[src/rtl/x3_serial_adder_ctrl_if.sv]
`default_nettype none
// =============================================================================
// x3_serial_adder_ctrl_if : operand/result handshake bundle for the serial
//                           XS-3 adder controller.          Revision 1.0
// =============================================================================
interface x3_serial_adder_ctrl_if #(
  parameter int NDIG = 4
);
  logic              in_valid;
  logic              in_ready;
  logic [4*NDIG-1:0] a;
  logic [4*NDIG-1:0] b;
  logic              cin;
  logic              out_valid;
  logic              out_ready;
  logic [4*NDIG-1:0] sum;
  logic              cout;
  logic              busy;
  logic              err;

  modport master (
    output in_valid, a, b, cin, out_ready,
    input  in_ready, out_valid, sum, cout, busy, err
  );

  modport slave (
    input  in_valid, a, b, cin, out_ready,
    output in_ready, out_valid, sum, cout, busy, err
  );
endinterface
`default_nettype wire

[src/rtl/x3_serial_adder_ctrl.sv]
`default_nettype none
// =============================================================================
// x3_serial_adder_ctrl : digit-serial XS-3 adder, one digit per clock, LSD first.
// Optional invalid-code checker: X3_INVALID_CHECK_EN.       Revision 1.0
// =============================================================================
module x3_serial_adder_ctrl #(
  parameter int NDIG = 4
) (
  input  wire logic             clk,
  input  wire logic             rst_n,
  x3_serial_adder_ctrl_if.slave bus
);
  localparam int W  = 4 * NDIG;
  localparam int CW = (NDIG > 1) ? $clog2(NDIG) : 1;
  localparam logic [CW-1:0] LAST = CW'(NDIG - 1);

  typedef enum logic [1:0] {
    IDLE = 2'd0,
    RUN  = 2'd1,
    DONE = 2'd2
  } state_t;

  state_t        state;
  state_t        state_nx;
  logic [W-1:0]  a_sr;
  logic [W-1:0]  b_sr;
  logic [W-1:0]  sum_sr;
  logic [W+3:0]  sum_shift;
  logic          carry;
  logic          cout_r;
  logic [CW-1:0] cnt;
  logic [4:0]    s_raw;
  logic [3:0]    digit;
  logic          accept;

  assign accept = bus.in_valid && (state == IDLE);

  // XS-3 digit correction: +3 after a decimal carry, -3 (i.e. +13 mod 16) otherwise
  assign s_raw     = {1'b0, a_sr[3:0]} + {1'b0, b_sr[3:0]} + {4'b0000, carry};
  assign digit     = s_raw[4] ? (s_raw[3:0] + 4'd3) : (s_raw[3:0] + 4'd13);
  assign sum_shift = {digit, sum_sr};

  always_ff @(posedge clk or negedge rst_n) begin
    if (!rst_n) state <= IDLE;
    else        state <= state_nx;
  end

  always_comb begin
    state_nx = state;
    case (state)
      IDLE:    if (accept) state_nx = RUN;
      RUN:     if (cnt == LAST) state_nx = DONE;
      DONE:    if (bus.out_ready) state_nx = IDLE;
      default: state_nx = IDLE;
    endcase
  end

  always_ff @(posedge clk or negedge rst_n) begin
    if (!rst_n) begin
      a_sr   <= '0;
      b_sr   <= '0;
      sum_sr <= '0;
      carry  <= 1'b0;
      cout_r <= 1'b0;
      cnt    <= '0;
    end else if (accept) begin
      a_sr  <= bus.a;
      b_sr  <= bus.b;
      carry <= bus.cin;
      cnt   <= '0;
    end else if (state == RUN) begin
      a_sr   <= a_sr >> 4;
      b_sr   <= b_sr >> 4;
      sum_sr <= sum_shift[W+3:4];
      carry  <= s_raw[4];
      cout_r <= s_raw[4];
      cnt    <= cnt + CW'(1);
    end
  end

  assign bus.in_ready  = (state == IDLE);
  assign bus.out_valid = (state == DONE);
  assign bus.busy      = (state == RUN);
  assign bus.sum       = sum_sr;
  assign bus.cout      = cout_r;

`ifdef X3_INVALID_CHECK_EN
  logic err_r;

  function automatic logic bad_code(input logic [3:0] n);
    return (n <= 4'd2) || (n >= 4'd13);
  endfunction

  always_ff @(posedge clk or negedge rst_n) begin
    if (!rst_n)
      err_r <= 1'b0;
    else if (accept)
      err_r <= 1'b0;
    else if ((state == RUN) && (bad_code(a_sr[3:0]) || bad_code(b_sr[3:0])))
      err_r <= 1'b1;
  end

  assign bus.err = err_r;
`else
  assign bus.err = 1'b0;
`endif
endmodule
`default_nettype wire
[src/flat_wrapper.sv]
// flat-port wrapper written by rule: the top's interface ports become plain ports
module x3_serial_adder_ctrl_flat 
#(
  parameter int NDIG = 4
)
  (clk, rst_n, bus_in_valid, bus_a, bus_b, bus_cin, bus_out_ready, bus_in_ready, bus_out_valid, bus_sum, bus_cout, bus_busy, bus_err);
  x3_serial_adder_ctrl_if #(.NDIG(NDIG)) bus_i ();
  input  wire logic clk;
  input  wire logic rst_n;
  input wire logic [$bits(bus_i.in_valid)-1:0] bus_in_valid;
  input wire logic [$bits(bus_i.a)-1:0] bus_a;
  input wire logic [$bits(bus_i.b)-1:0] bus_b;
  input wire logic [$bits(bus_i.cin)-1:0] bus_cin;
  input wire logic [$bits(bus_i.out_ready)-1:0] bus_out_ready;
  output wire logic [$bits(bus_i.in_ready)-1:0] bus_in_ready;
  output wire logic [$bits(bus_i.out_valid)-1:0] bus_out_valid;
  output wire logic [$bits(bus_i.sum)-1:0] bus_sum;
  output wire logic [$bits(bus_i.cout)-1:0] bus_cout;
  output wire logic [$bits(bus_i.busy)-1:0] bus_busy;
  output wire logic [$bits(bus_i.err)-1:0] bus_err;
  assign bus_i.in_valid = bus_in_valid;
  assign bus_i.a = bus_a;
  assign bus_i.b = bus_b;
  assign bus_i.cin = bus_cin;
  assign bus_i.out_ready = bus_out_ready;
  assign bus_in_ready = bus_i.in_ready;
  assign bus_out_valid = bus_i.out_valid;
  assign bus_sum = bus_i.sum;
  assign bus_cout = bus_i.cout;
  assign bus_busy = bus_i.busy;
  assign bus_err = bus_i.err;
  x3_serial_adder_ctrl #(.NDIG(NDIG)) u_core (.clk(clk), .rst_n(rst_n), .bus(bus_i));
endmodule
[config.mk]
export PLATFORM = sky130hd
export DESIGN_NAME = x3_serial_adder_ctrl_flat
export DESIGN_NICKNAME = d
export VERILOG_FILES = /design/src/rtl/x3_serial_adder_ctrl_if.sv /design/src/rtl/x3_serial_adder_ctrl.sv /design/src/flat_wrapper.sv
export SDC_FILE = /design/constraint.sdc
export NUM_CORES = 1
export LEC_CHECK = 0
export BUFFER_PORTS_ARGS = -buffer_cell sky130_fd_sc_hd__clkbuf_2
export CAP_MARGIN = 20
export CORE_ASPECT_RATIO = 0.8
export CORE_MARGIN = 1
export CORE_UTILIZATION = 48
export CTS_CLUSTER_DIAMETER = 100
export DETAILED_ROUTE_END_ITERATION = 7
export GPL_ROUTABILITY_DRIVEN = 0
export PLACE_DENSITY = 0.75
export SYNTH_ARGS = -nofsm -noshare
export SYNTH_HDL_FRONTEND = slang
export SYNTH_SLANG_ARGS = --single-unit
[constraint.sdc]
create_clock -name clk -period 2.3 [get_ports clk]
set_input_delay 0.345 -clock clk [delete_from_list [all_inputs] [get_ports clk]]
set_output_delay 0.345 -clock clk [all_outputs]
set_load 0.05 [all_outputs]
; ---- Word level (Yosys, flattened, before mapping)
; Index checks and enable logic that the tools add are counted.
[classes]
add_sub_neg = 5
n_eq_ne = 6
muxes = 13
bitwise = 1
n_reduce_logical = 5
[op_table]
columns = cell, n
row1 = 16-bit two-way mux, 4
row2 = 2-bit two-way mux, 5
row3 = 2-bit case mux with 3 select lines, 1
row4 = 4-bit by 4-bit adder with 5-bit output, 1
row5 = 5-bit by 1-bit adder with 5-bit output, 1
row6 = "4-bit by 2-bit adder with 4-bit output, second input constant", 1
row7 = "4-bit adder, second input constant", 1
row8 = "2-bit equality test, second input constant", 2
row9 = 4-bit two-way mux, 1
row10 = "2-bit by 1-bit inequality test with 1-bit output, second input constant", 2
row11 = 3-bit AND reduction, 1
row12 = "2-bit by 1-bit adder with 2-bit output, second input constant", 1
row13 = "2-bit by 1-bit equality test with 1-bit output, second input constant", 1
row14 = 2-bit zero test, 1
row15 = 1-bit two-way mux, 2
row16 = "2-bit inequality test, second input constant", 1
row17 = 2-bit AND reduction, 1
row18 = 2-bit nonzero test, 1
row19 = 1-bit logical AND, 1
row20 = 1-bit inverter, 1
[totals]
ff_bits = 54
input_bits = 37
output_inout_bits = 21

; ---- Depth between registers and ports, before layout
; Gate-level depths: netlist of the first run.
[depth]
word_depth = 4
mapped_depth = 12
mapped_depth_nobuf = 12

; ---- Least setup slack after synthesis of the first run
; OpenSTA, ideal clock, no wires.
[synth_path]
path_kind = reg-to-reg
from = reg u_core.carry
to = reg u_core.sum_sr[15] (netlist: u_core.bus.sum[15])
setup_time_ns = 0.122
arrival_time_ns = 2.344
required_ns = 2.178
slack_ns = -0.166
path_stages_with_launch = 13
path_buffers = 0
cell_sequence = dfrtp_1 fa_1 inv_1 fa_1 nor2b_1 o21ai_1 and2_1 ha_1 and2_2 o221ai_1 nand4b_1 xnor2_1 o21ai_1
[synth_via]
elab_chain_len = 3
[synth_rtl]
columns = item, line
row1 = "start, declared", x3_serial_adder_ctrl.sv:29  ; logic carry;
row2 = "start signal, assigned", x3_serial_adder_ctrl.sv:69  ; carry <= bus.cin;
row3 = "start signal, assigned", x3_serial_adder_ctrl.sv:75  ; carry <= s_raw[4];
row4 = 5-bit by 1-bit adder with 5-bit output *, x3_serial_adder_ctrl.sv:39  ; assign s_raw = {1'b0, a_sr[3:0]} + {1'b0, b_sr[3:0]} + {4'b0000, carry};
row5 = 4-bit adder or 4-bit by 2-bit adder with 4-bit output (tied branches), x3_serial_adder_ctrl.sv:40  ; assign digit = s_raw[4] ? (s_raw[3:0] + 4'd3) : (s_raw[3:0] + 4'd13);
row6 = 4-bit two-way mux *, x3_serial_adder_ctrl.sv:40
row7 = "end signal, assigned", x3_serial_adder_ctrl.sv:74  ; sum_sr <= sum_shift[W+3:4];
row8 = "end, declared", x3_serial_adder_ctrl.sv:27  ; logic [W-1:0] sum_sr;
; Mark *: on every way between the ends. The rest lies on a longest branch, timed or not.
; A chain may end at the register's enable or synchronous reset.

; ---- Worst setup path in the final report of the first run
[layout_path]
from = reg u_core.b_sr[0]
to = reg u_core.sum_sr[15] (netlist: u_core.bus.sum[15])
[layout_via]
elab_chain_len = 4
[layout_rtl]
columns = item, line
row1 = "start, declared", x3_serial_adder_ctrl.sv:26  ; logic [W-1:0] b_sr;
row2 = "start signal, assigned", x3_serial_adder_ctrl.sv:68  ; b_sr <= bus.b;
row3 = "start signal, assigned", x3_serial_adder_ctrl.sv:73  ; b_sr <= b_sr >> 4;
row4 = 4-bit by 4-bit adder with 5-bit output *, x3_serial_adder_ctrl.sv:39
row5 = 5-bit by 1-bit adder with 5-bit output *, x3_serial_adder_ctrl.sv:39
row6 = 4-bit adder or 4-bit by 2-bit adder with 4-bit output (tied branches), x3_serial_adder_ctrl.sv:40
row7 = 4-bit two-way mux *, x3_serial_adder_ctrl.sv:40
; Marked as above.

==> impl_metrics.ini, run 1 <==
[cts]
cts_htree_levels = 2
clkSlewWorstSetupHoldPaths_ps = 110
clkLatencyLatePin_ps = 320
cts_tree = done
numCtsBuffers = 5
cts-hold-fix-buffers = 0
clk_path_buf_depth = 2
cts.sinks = 54
root_buffer = clkbuf_8

[timing]
slew_headroom = 0.552
maxSlewViolCount = 0
setup_viol = 1
finalHoldViolations = 0
finalCritPeriodShare = 1.00
fmax_mhz = 434
layout_min_cycle_time_ps = 2310
fin_worst_skew_ps = 17.0
tightest_slew_ps = 672
layout_setup_ws_ps = -5.81
hold_ws_ps = 135
rsz0062_at_grt = true

[cells_and_area]
antenna_cells = 0
utilization = 0.607
final-instance-count-excl-fill = 393
drive_above_1_share = 0.293
synthToLayoutAreaGrowth_pct = 21.3
fillers = 423
finalNetCount = 375

[place]
port_buffers = 56
post-place-cells = 381
preCtsSetupSlack_ps = -74.7
dp_hpwl_um = 3460

[worst_setup_path]
timing_worst_setup_path_type = register to register
critical_path_arrival_ps = 2490
end_kind = register
ff2ff_path_depth = 12
critPathMaxFanout = 3
start_kind = register
crit_required_ps = 2490

[die]
fp.dieW_um = 83.0
fp.coreArea_mm2 = 0.00504
initial_core_util = 0.500
die_y_um = 66.8
die_area_mm2 = 0.00555
ios = 58
placementRows = 23

[logic_synthesis]
yosys_warnings = 0
synth_area_mm2 = 0.00252
avgSynthCellArea_um2 = 9.44
yosysSeqAreaShare = 0.536
syn_inst = 267
synth_cell_type_count = 37
synth_edf_count = 0
synthFlopType = dfrtp_1
yosys_register_bits = 54
synthesis.nets = 312
async_flop_share = 1.00

[run_status]
violations = setup timing
status = complete, but fails checks

[detailed_routing]
totalWireLength_um = 5170
wire_per_inst_um = 13.1
drc_errors = 0
via_per_inst = 5.11
drtPass1Iterations = 4
drt_iter0_drc = 100
vias = 2009
ant_nets = 0

[global_routing]
grt_antenna_before_repair = 0
grt_usage = 0.202
grt_pass1_vias = 1968
overflow = 0
grt_first_pass_wirelength_um = 8630
grt_max_degree = 55

[worst_hold_path]
hold_path_class = primary input to asynchronous set/reset pin

[run]
maxCapViolCount = 0
cell usage after synthesis (2+ instances only):
master | n | area (um^2)
nand2b_1 | 2 | 12.5
o21ai_0 | 14 | 70.1
and2_1 | 2 | 12.5
xnor2_1 | 3 | 26.3
ha_1 | 6 | 75.1
nand2_1 | 107 | 402
nor3_1 | 2 | 10.0
nor2_1 | 3 | 11.3
a221o_1 | 3 | 30.0
nor2b_1 | 2 | 12.5
dfrtp_1 | 54 | 1350
a22oi_1 | 23 | 173
fa_1 | 2 | 40.0
clkbuf_8 | 2 | 27.5
buf_2 | 8 | 40.0
o21ai_1 | 2 | 10.0
clkbuf_1 | 2 | 7.51
nand3b_1 | 2 | 15.0
buf_4 | 3 | 22.5
inv_1 | 7 | 26.3
nand4b_1 | 2 | 17.5
final timing paths:
check,startpoint,end,slack [ps]
worst max-delay path,u_core.b_sr[0],u_core.bus.sum[15],-6
worst min-delay path,rst_n,u_core.bus.sum[0],130
worst max register to register,u_core.b_sr[0],u_core.bus.sum[15],-6
worst min register to register,u_core.bus.sum[0],u_core.bus.sum[0],480
max in group asynchronous,rst_n,u_core.bus.sum[5],1710
min in group clk,bus_a[14],u_core.a_sr[14],210
worst max-delay path, cell delays in order, from the launching register on:
cell and delay, ps:
dfrtp_1 400, fa_2 230, inv_2 40, fa_2 360, nor2b_4 140, o21ai_2 60
and2_4 150, ha_4 270, and2_4 130, o221ai_2 80, nand4b_1 110, xnor2_1 120
o21ai_1 70
cell families after synthesis:
kind of cell               count (synthesis)  share of synthesized area
xor gates and xnor gates                   4                     0.0139
muxes                                      1                    0.00397
DFF                                       54                      0.536
AOI/OAI and AO/OA                         50                      0.138
adders and majority gates                  8                     0.0457
other                                      1                    0.00149
and+or+nand+nor                          125                      0.205
buffers and inverters                     24                     0.0561
repair_timing:
item,in CTS,in global routing
setup buffers,3,1
pin swaps,7,7
resized for setup,5,8
setup endpoints to repair,1,3
gates cloned,0,0
metrics by stage:
step                      setup TNS (ps)  instance area [um^2]
after floorplan                    -16.7                  2540
after global placement             -11.6                  2880
after detailed placement           -74.7                  2880
after CTS                          -84.4                  3010
after global routing                -237                  3060
final                              -5.81                  3060
sequential cells by signal, indices dropped and copies added (netlist names):
register	flops
u_core.bus.sum	16
u_core.b_sr	16
u_core.state	2
u_core.cnt	2
u_core.carry	1
u_core.a_sr	16
u_core.bus.cout	1
routing by layer:
metal  global-route usage  vias up  wire length [um]
met4                0.106        0               123
met5                    0        -                 0
met1                0.239      938              2270
met3               0.0446       12               214
li1                     -     1009                 -
met2                0.349       50              2560
placed cells by master (no fill, tap or decap), drive strengths merged, types with 3 or more instances in the layout:
cell / instances
nand2: 107
clkbuf: 61
dfrtp: 54
a22oi: 23
buf: 16
o21ai: 16
inv: 9
ha: 6
nor2: 4
a221o: 3
and2: 3
xnor2: 3
area by class of cell:
class / count / area, um^2 / area share
multi-input cells: 189 / 1110 / 0.362
clock buffers: 5 / 68.8 / 0.0225
well taps: 62 / 77.6 / 0.0254
flip-flops and latches: 54 / 1350 / 0.442
clock inverters: 3 / 18.8 / 0.00614
repair buffers: 72 / 400 / 0.131
inverters: 8 / 32.5 / 0.0106
Power of run 1 is not shown: default switching activity piles up to over one toggle a cycle in this logic, so the estimate is an artifact.
==> run 2: changes to the inputs <==
==> constraint.sdc (replaced) <==
create_clock -name clk -period 2.3 [get_ports clk]
set_input_delay 0.69 -clock clk [delete_from_list [all_inputs] [get_ports clk]]
set_output_delay 0.69 -clock clk [all_outputs]
set_load 0.05 [all_outputs]
==> run 2 against run 1 <==
  * The run still ends with setup timing left
  * Cell area is 0.25% lower
  * Sequential share of layout area is 0.11 points higher
  * Final cell count decreased by 0.25%
  * Utilization shrank 0.15 points
  * Global-route usage decreased by 0.32 points
  * Sequential cell count did not move
  * Register-to-register slack about the same
  * Die area unchanged
  * Critical endpoint unchanged
  * Largest cell class unchanged
==> impl_metrics.ini, run 2 (synthesis results as in run 1) <==
[timing]
setup_viol = 1
slew_headroom = 0.543
tightest_slew_ps = 685
finalCritPeriodShare = 1.01
layout_setup_ws_ps = -11.9
fin_worst_skew_ps = 9.42
layout_min_cycle_time_ps = 2310
maxSlewViolCount = 0
fmax_mhz = 433
finalHoldViolations = 0
fin_setup_tns_ps = -11.9
rsz0062_at_grt = true

[die]
fp.coreArea_mm2 = 0.00504
die_area_mm2 = 0.00555
fp.dieW_um = 83.0
ios = 58
initial_core_util = 0.500
placementRows = 23
die_y_um = 66.8

[cells_and_area]
final_common_cell = nand2_1
fillers = 441
synthToLayoutAreaGrowth_pct = 21.0
antenna_cells = 0
final_cell_mix = nand2_1, clkbuf_2, dfrtp_1
final_area_mm2 = 0.00305
finalNetCount = 375
drive_above_1_share = 0.291

[detailed_routing]
via_per_inst = 5.13
drtPass1Iterations = 4
totalWireLength_um = 5230
drc_errors = 0
drt_iter0_drc = 136
wire_per_inst_um = 13.3
vias = 2011
ant_nets = 0

[global_routing]
grt_first_pass_wirelength_um = 8520
grt_pass1_vias = 1932
overflow = 0
grt_antenna_before_repair = 0
grt_usage = 0.198
grt_max_degree = 55

[place]
dp_hpwl_um = 3540
port_buffers = 56
placed_area_mm2 = 0.00288
preCtsSetupSlack_ps = -85.8

[worst_setup_path]
cp_num_buf_inv = 1
critPathMaxFanout = 3
end_kind = register
cpLargestDelayFamily = adder cells
start_kind = register
slowest_stage = dfrtp_1
crit_required_ps = 2490
critical_path_arrival_ps = 2500
cpPeakStageDelay_ps = 420
timing_worst_setup_path_type = register to register
path_cells = fa_2 > inv_2 > fa_2 > nor2b_4 > o21ai_2 > and2_4 > ha_4 > and2_4 > o221ai_2 > nand4b_1 > xnor2_1 > o21ai_1

[cts]
root_buffer = clkbuf_8
cts_htree_levels = 2
clkSlewWorstSetupHoldPaths_ps = 100
cts.sinks = 54
cts_tree = done
numCtsBuffers = 5
clk_path_buf_depth = 2
clkLatencyLatePin_ps = 310

[run_status]
violations = setup timing
status = complete, but fails checks

[run]
maxCapViolCount = 0

[worst_hold_path]
hold_path_class = primary input to asynchronous set/reset pin
run 2: layout make-up:
class	count	area, um^2	share of cell area
Clock inverter	2	13.8	0.00452
Tap cell	62	77.6	0.0255
Multi-Input combinational cell	189	1100	0.362
Inverter	8	32.5	0.0107
Timing Repair Buffer	72	400	0.131
Clock buffer	5	68.8	0.0226
Sequential cell	54	1350	0.443
run 2: repair_timing:
action                                  CTS  global route
hold buffers                              0             0
gates resized for setup                   5             8
endpoints found under the hold margin     0             0
setup buffers                             3             1
endpoints found under the setup margin    1             3
pin swaps                                 7             7
run 2: through the flow:
step | std cells | utilization | hold slack, ps
after floorplan | 267 | - | 394
after global placement | 381 | 0.572 | 457
after detailed placement | 381 | 0.572 | 466
after CTS | 391 | 0.596 | 490
after global routing | 392 | 0.605 | 512
final | 392 | 0.605 | 481
run 2: worst paths after layout:
kind / depth (start not counted) / end / from / slack (ps)
min: 2 / u_core.bus.sum[4] / rst_n / 480
max reg2reg: 12 / u_core.bus.sum[15] / u_core.carry / -10
min reg2reg: 2 / u_core.bus.sum[3] / u_core.bus.sum[3] / 480
max: 12 / u_core.bus.sum[15] / u_core.carry / -10
max in group asynchronous: 2 / u_core.a_sr[9] / rst_n / 1340
min in group clk: 2 / u_core.bus.sum[3] / u_core.bus.sum[3] / 480
run 2: worst register-to-register path, delay by kind of cell, from the launching register on:
| family | cells | cell delay (ps) |
|---|---|---|
| buf+inv | 1 | 60 |
| flops | 1 | 420 |
| fa+ha+maj | 3 | 840 |
| xor+xnor | 1 | 150 |
| simple gates | 4 | 490 |
| compound gates | 3 | 250 |
run 2: layer usage:
layer,track usage,vias to the layer above,part of all wire
met4,0.0647,0,0.0054
met5,0,-,0
met1,0.236,944,0.46
met3,0.0582,2,0.045
li1,-,1010,-
met2,0.350,55,0.49
Power of run 2 is left out for the same reason.
==> run 3: changes to the inputs <==
--- a/config.mk
+++ b/config.mk
@@ -13,7 +13,8 @@
 export CTS_CLUSTER_DIAMETER = 100
 export DETAILED_ROUTE_END_ITERATION = 7
 export GPL_ROUTABILITY_DRIVEN = 0
-export PLACE_DENSITY = 0.75
+export PLACE_DENSITY_LB_ADDON = 0.12
+export SETUP_SLACK_MARGIN = 0.4
 export SYNTH_ARGS = -nofsm -noshare
 export SYNTH_HDL_FRONTEND = slang
 export SYNTH_SLANG_ARGS = --single-unit
==> run 3 against run 2 <==
  * Fmax down 4.2%
  * Wire length up 3.9%
  * Utilization rose by 1.7 points
  * The flow still finishes with violations (setup timing)
  * Global-route usage increased by 1.0 points
==> impl_metrics.ini, run 3 (synthesis results as in run 1) <==
[global_routing]
grt_antenna_before_repair = 0
grt_pass1_vias = 1872
grt_first_pass_wirelength_um = 8960
grt_usage = 0.209
overflow = 0
grt_max_degree = 37

[timing]
finalCritPeriodShare = 1.05
finalHoldViolations = 0
maxSlewViolCount = 0
fmax_mhz = 415
layout_min_cycle_time_ps = 2410
layout_setup_ws_ps = -112
fin_worst_skew_ps = 7.99
rsz0062_at_grt = true
setup_viol = 2

[run_status]
status = complete, but fails checks
violations = setup timing

[die]
die_y_um = 66.8
die_area_mm2 = 0.00555
fp.dieW_um = 83.0
ios = 58
fp.coreArea_mm2 = 0.00504
placementRows = 23
initial_core_util = 0.500

[cells_and_area]
antenna_cells = 0
finalNetCount = 379
drive_above_1_share = 0.307
final_area_mm2 = 0.00314
final_cell_mix = nand2_1, clkbuf_2, dfrtp_1
synthToLayoutAreaGrowth_pct = 24.4
final_common_cell = nand2_1
fillers = 429

[place]
port_buffers = 56
placed_area_mm2 = 0.00289
dp_hpwl_um = 3690

[cts]
cts.sinks = 54
root_buffer = clkbuf_8
cts_htree_levels = 2
clkLatencyLatePin_ps = 310
clkSlewWorstSetupHoldPaths_ps = 100
cts_tree = done
numCtsBuffers = 5
clk_path_buf_depth = 2

[worst_setup_path]
critical_path_arrival_ps = 2610
crit_required_ps = 2500
start_kind = register
timing_worst_setup_path_type = register to register
cpLargestDelayFamily = adder cells
end_kind = register
cp_num_buf_inv = 1
path_cells = fa_2 > inv_2 > fa_2 > nor2b_4 > o21ai_2 > and2_4 > ha_4 > and2_4 > o221ai_2 > nand4b_1 > xnor2_1 > o21ai_1
slowest_stage = dfrtp_1
critPathMaxFanout = 3
cpPeakStageDelay_ps = 420

[detailed_routing]
via_per_inst = 5.15
vias = 2045
ant_nets = 0
drtPass1Iterations = 4
totalWireLength_um = 5430
wire_per_inst_um = 13.7
drc_errors = 0
drt_iter0_drc = 159

[run]
maxCapViolCount = 0

[worst_hold_path]
hold_path_class = primary input to asynchronous set/reset pin
## run 3: per-layer routing
layer,up-vias,part of all wire,wire [um],track usage
met3,2,0.046,252,0.0533
met5,-,0,0,0
met1,984,0.49,2650,0.295
li1,1017,-,-,-
met2,42,0.46,2500,0.320
met4,0,0.0055,30,0.0560
## run 3: path summary, 6_finish.rpt
path,slack (ps),depth (start not counted),to,from
worst max-delay path,-110,12,u_core.bus.sum[15],u_core.carry
worst min-delay path,320,1,u_core.bus.sum[2],rst_n
worst max register to register,-110,12,u_core.bus.sum[15],u_core.carry
worst min register to register,480,2,u_core.bus.sum[0],u_core.bus.sum[0]
max in group asynchronous,1410,2,u_core.b_sr[10],rst_n
min in group clk,480,2,u_core.bus.sum[0],u_core.bus.sum[0]
## run 3: layout make-up
| cell class | instances | area (um^2) | share of cell area |
|---|---|---|---|
| multi-input cells | 189 | 1120 | 0.358 |
| flip-flops and latches | 54 | 1350 | 0.431 |
| clock inverters | 3 | 21.3 | 0.00678 |
| well taps | 62 | 77.6 | 0.0247 |
| inverters | 8 | 32.5 | 0.0104 |
| repair buffers | 76 | 462 | 0.147 |
| clock buffers | 5 | 68.8 | 0.0219 |
## run 3: stage by stage
stage	TNS [ps]	utilization	setup WS [ps]	instances	hold slack (ps)
after global routing	-332	0.623	-211	397	347
after floorplan	-8.74	-	-8.74	267	394
final	-134	0.623	-112	397	323
after global placement	-15.8	0.574	-15.8	381	457
after CTS	-151	0.613	-82.4	397	335
after detailed placement	-120	0.574	-120	381	462
## run 3: what timing repair did
| action | 4_1_cts | 5_1_grt |
|---|---|---|
| resized for setup | 11 | 9 |
| pin swaps | 9 | 8 |
| endpoints found under the hold margin | 0 | 0 |
| buffers inserted | 8 | 0 |
| setup endpoints to repair | 4 | 6 |
| hold buffers | 0 | 0 |
Power of run 3 is left out for the same reason.
